`config.mk`:
```
export PLATFORM = sky130hd
export DESIGN_NAME = max_pool_stream
export DESIGN_NICKNAME = d
export VERILOG_FILES = /design/src/rtl/max_pool_stream.sv
export SDC_FILE = /design/constraint.sdc
export NUM_CORES = 1
export LEC_CHECK = 0
export BUFFER_PORTS_ARGS = -buffer_cell sky130_fd_sc_hd__buf_4
export CAP_MARGIN = 15
export CORE_ASPECT_RATIO = 2
export CORE_MARGIN = 4
export CORE_UTILIZATION = 23
export CTS_BUF_LIST = sky130_fd_sc_hd__clkbuf_4 sky130_fd_sc_hd__clkbuf_8 sky130_fd_sc_hd__clkbuf_16
export DETAILED_ROUTE_END_ITERATION = 10
export GPL_ROUTABILITY_DRIVEN = 1
export PLACE_DENSITY = 0.41
export SETUP_SLACK_MARGIN = 0.5
export SYNTH_ARGS = -nofsm -noshare
export SYNTH_HDL_FRONTEND = slang
export SYNTH_SLANG_ARGS = --single-unit
```
`constraint.sdc`:
```
create_clock -name clk -period 3.74 [get_ports clk]
set_input_delay 0.374 -clock clk [delete_from_list [all_inputs] [get_ports clk]]
set_output_delay 0.374 -clock clk [all_outputs]
set_load 0.005 [all_outputs]
```
`src/rtl/max_pool_stream.sv`:
```
// Streaming 2x2 stride-2 max-pool over one IMG_W x IMG_H raster frame.
// Define MAXPOOL_SIGNED_EN to compare pixels as two's-complement (default unsigned).

module max_pool_stream #(
   parameter int unsigned DATA_W = 5,
   parameter int unsigned IMG_W  = 8,
   parameter int unsigned IMG_H  = 8
) (
   input  logic              clk,
   input  logic              rst,
   input  logic              start,
   input  logic [DATA_W-1:0] in_data,
   input  logic              in_valid,
   output logic              in_ready,
   output logic [DATA_W-1:0] out_data,
   output logic              out_valid,
   input  logic              out_ready,
   output logic              out_last,
   output logic              busy,
   output logic              maxPoolingDone
);

   localparam int unsigned CW = (IMG_W > 1) ? $clog2(IMG_W) : 1;
   localparam int unsigned RW = (IMG_H > 1) ? $clog2(IMG_H) : 1;
   localparam int unsigned LW = IMG_W / 2;
   localparam int unsigned HW = (LW > 1) ? $clog2(LW) : 1;

   typedef enum logic [1:0] {StIdle, StRun, StDrain, StDone} state_e;

   state_e            state_q, state_d;
   logic [CW-1:0]     col_q, col_d;
   logic [RW-1:0]     row_q, row_d;
   logic [DATA_W-1:0] h_reg;
   logic [DATA_W-1:0] linebuf [LW];
   logic [DATA_W-1:0] pair;
   logic [HW-1:0]     lb_idx;
   logic              accept, last_col, last_row, load_out;

   function automatic logic [DATA_W-1:0] pmax(input logic [DATA_W-1:0] a,
                                              input logic [DATA_W-1:0] b);
`ifdef MAXPOOL_SIGNED_EN
      return ($signed(a) > $signed(b)) ? a : b;
`else
      return (a > b) ? a : b;
`endif
   endfunction

   assign in_ready       = (state_q == StRun) && (!out_valid || out_ready);
   assign accept         = in_valid && in_ready;
   assign last_col       = (col_q == CW'(IMG_W - 1));
   assign last_row       = (row_q == RW'(IMG_H - 1));
   assign pair           = pmax(h_reg, in_data);
   assign lb_idx         = HW'(col_q >> 1);
   // Odd column of an odd row completes a 2x2 window.
   assign load_out       = accept && col_q[0] && row_q[0];
   assign busy           = (state_q == StRun) || (state_q == StDrain);
   assign maxPoolingDone = (state_q == StDone);

   always_comb begin
      state_d = state_q;
      col_d   = col_q;
      row_d   = row_q;
      case (state_q)
         StIdle: begin
            if (start) begin
               state_d = StRun;
               col_d   = '0;
               row_d   = '0;
            end
         end
         StRun: begin
            if (accept) begin
               if (last_col) begin
                  col_d = '0;
                  if (last_row) begin
                     row_d   = '0;
                     state_d = StDrain;
                  end else begin
                     row_d = row_q + RW'(1);
                  end
               end else begin
                  col_d = col_q + CW'(1);
               end
            end
         end
         StDrain: begin
            if (out_valid && out_ready && out_last) state_d = StDone;
         end
         StDone:  state_d = StIdle;
         default: state_d = StIdle;
      endcase
   end

   always_ff @(posedge clk or posedge rst) begin
      if (rst) begin
         state_q   <= StIdle;
         col_q     <= '0;
         row_q     <= '0;
         out_data  <= '0;
         out_valid <= 1'b0;
         out_last  <= 1'b0;
      end else begin
         state_q <= state_d;
         col_q   <= col_d;
         row_q   <= row_d;
         if (load_out) begin
            out_data  <= pmax(linebuf[lb_idx], pair);
            out_valid <= 1'b1;
            out_last  <= last_row && last_col;
         end else if (out_ready) begin
            out_valid <= 1'b0;
            out_last  <= 1'b0;
         end
      end
   end

   // Pixel datapath storage needs no reset; it is always written before being read.
   always_ff @(posedge clk) begin
      if (accept && !col_q[0]) h_reg <= in_data;
      if (accept && col_q[0] && !row_q[0]) linebuf[lb_idx] <= pair;
   end

endmodule

```
==> flow_summary.ini <==
[floorplanning]
die_h_um = 143
coreArea_um2 = 8950
rows = 49
initial_core_util_pct = 23.4
io_pins = 20
die_w_um = 75.4
die_area_um2 = 10800

[cts]
tritoncts = built
root_buffer = clkbuf_16
hold_buffers = 0
clockBufferDepth = 2
clock_latency_ns = 0.28
clk_transition_reported_paths_ns = 0.06
h-tree-depth = 2
numCtsBuffers = 5
cts_num_sinks = 40

[synth]
synth_most_common_cell = edfxtp_1
syn_inst = 164
ys_seq_area_share_pct = 53.8
ys_warn_count = 0
synth_edf_count = 25
synth_top_cell_area_share_pct = 35.9
syn-num-nets = 192
synth_async_sr_flop_share_pct = 37.5
synthTopCellsByCount = 25 x edfxtp_1, 19 x inv_1, 18 x ha_1
synth_area_um2 = 2090
synthAdderAreaFrac_pct = 10.8
synth_cell_type_count = 43
yosysTopAreaCell = edfxtp_1
synthMuxAreaShare_pct = 7.89
synth_xor_area_share_pct = 0
synth_top_family_by_area = compound AO/OA/AOI/OAI gates
synth.area.top_cells = edfxtp_1 36%, dfrtp_1 18%, ha_1 11%, mux4_2 5.4%, inv_1 3.4%
ys_ff_latch = 40
yosys_most_used_dff = edfxtp_1
syn_area_per_cell_um2 = 12.8
synth-compound-area-share_pct = 11.7
yosys.area_share.simple_pct = 11.2

[global_routing]
grt_overflow = 0
grt_max_degree = 16
grt_pass1_wl_um = 7450
antenna_found_initial = 0
grt_pass1_vias = 1404
grt_usage_pct = 9.76

[critical_path]
startpoint_type = register
slowest_delay_ns = 0.43
worstSetupPathType = reg2reg
endpoint_kind = register
cp.required_ns = 3.90
arrival_ns = 3.25
cp-startpoint = h_reg[3]
cp_max_fo = 5
cpMaxStageDelayCell = edfxtp_1
crit_buf_inv = 0
crit_cells = 11
r2r-end = out_data[4]
reg2reg_setup_slack_ns = 0.65
rr_startpoint = h_reg[3]
crit_path_end = out_data[4]
worstPathCellList = ha_1 -> and3_1 -> and3_4 -> a21oi_4 -> mux2i_1 -> ha_1 -> nor2b_1 -> o21ai_0 -> a32oi_2 -> a311oi_1 -> o21ai_0
rr_worst_depth = 11
cp_top_family = compound AO/OA/AOI/OAI gates

[sta]
skew_ns = 0.00358
clock.fmax_ghz = 0.323
period_share_pct = 82.7
fin_setup_tns_ns = 0
final.min_clock_period_ns = 3.09
finalMaxSlewViolations = 0
rsz0062_at_grt = no
finalHoldViolCount = 0
finalSetupViolations = 0
tightestPinTransition_ns = 0.673
relSlewSlack_pct = 55.1

[detailed_routing]
ant_nets = 0
drcViolationCount = 0
drt_pass1_iterations = 4
wire_per_inst_um = 16.5
drt-total-wl_um = 4850
via_per_inst = 4.67
drtIter0Drc = 65
vias = 1373

[power]
peakVddDrop_uv = 241
p_leak_uw = 0.00107
power_density_nw_per_um2 = 603

[final_layout]
diodes = 0
post_route_cells_drive_above_1_share_pct = 27.1
fillCellCount = 926
stdcell_count = 294
syn_to_final_growth_pct = 22.7
largest_reg_flops = 20
nets = 219

[placement]
gp_congestion = 0.735
hpwl_um = 3760
dp.cells = 285
port_buffers = 19

[status]
status = completed

[job]
max-cap-violations = 0

[hold_path]
hold_path_class = in2async
-- through the flow --
stage / util (%) / hold WS, ns / total power (µW) / worst slack (ns) / instance area [µm²]
after floorplan: - / 0.275 / 949 / 1.03 / 2090
after global placement: 26.4 / 0.487 / 1110 / 0.357 / 2370
after detailed placement: 26.4 / 0.476 / 1110 / 0.463 / 2370
after CTS: 28.1 / 0.233 / 1550 / 0.525 / 2510
after global routing: 28.7 / 0.279 / 1650 / 0.501 / 2570
final: 28.7 / 0.190 / 1550 / 0.646 / 2570
-- how the worst min path moves through the flow --
| stage | startpoint | endpoint | cells after the start |
|---|---|---|---|
| 2_1_floorplan | rst | col_q[0] | 1 |
| 6_report | rst | out_data[4] | 2 |
| 5_1_grt | rst | out_valid | 2 |
| 3_5_place_dp | out_data[4] | out_data[4] | 2 |
| 3_3_place_gp | out_data[4] | out_data[4] | 2 |
| 4_1_cts | rst | state_q[1] | 2 |
-- logic make-up after synthesis --
group | Yosys count
fa+ha+maj | 18
compound gates | 32
flops | 40
buf+inv | 23
simple gates | 41
mux | 10
-- routing by layer --
layer  global-route usage (%)  wire length (µm)  part of all wire (%)
met5                        0                 0                     0
met4                     5.07               103                   2.1
met3                     2.18               116                   2.4
met2                     17.7              2930                    61
met1                     9.88              1690                    35
-- cell usage in the layout (no fill, tap or decap), types with 3 or more instances in the layout --
| cell type | synthesis | layout |
|---|---|---|
| and3_1 | 4 | 4 |
| nand2_1 | 9 | 9 |
| o211ai_1 | 4 | 4 |
| edfxtp_1 | 25 | 25 |
| ha_1 | 18 | 18 |
| clkbuf_16 | 0 | 5 |
| nand3_1 | 5 | 5 |
| nor2_1 | 8 | 8 |
| dfrtp_1 | 15 | 15 |
| mux4_2 | 5 | 5 |
| a22o_1 | 3 | 3 |
| buf_4 | 0 | 24 |
| inv_1 | 19 | 19 |
| o21ai_0 | 7 | 7 |
| nor2b_1 | 3 | 3 |
-- worst register-to-register path: stages (launching register included) --
cell	delay (ns)
edfxtp_1	0.43
ha_1	0.31
and3_1	0.21
and3_4	0.20
a21oi_4	0.22
mux2i_1	0.34
ha_1	0.31
nor2b_1	0.14
o21ai_0	0.25
a32oi_2	0.17
a311oi_1	0.25
o21ai_0	0.13
-- layout make-up --
cell class | count | area [µm²] | area share, %
flip-flops and latches | 40 | 1130 | 43.9
multi-input cells | 101 | 916 | 35.7
repair buffers | 24 | 180 | 7.02
clock buffers | 7 | 140 | 5.46
well taps | 102 | 128 | 4.97
inverters | 19 | 71.3 | 2.78
clock inverters | 1 | 5.00 | 0.195
-- power breakdown --
group	switching [µW]	leakage (µW)	total (µW)	internal, µW
Clock	171	0.0000747	432	261
Combinational	287	0.000564	536	249
Sequential	50.8	0.000430	578	527
Total	509	0.00107	1550	1040
-- what timing repair did --
action	in CTS	in global routing
endpoints found under the setup margin	0	5
buffers inserted	0	1
gates resized for setup	0	7
Power figures use the tool's default switching activity.
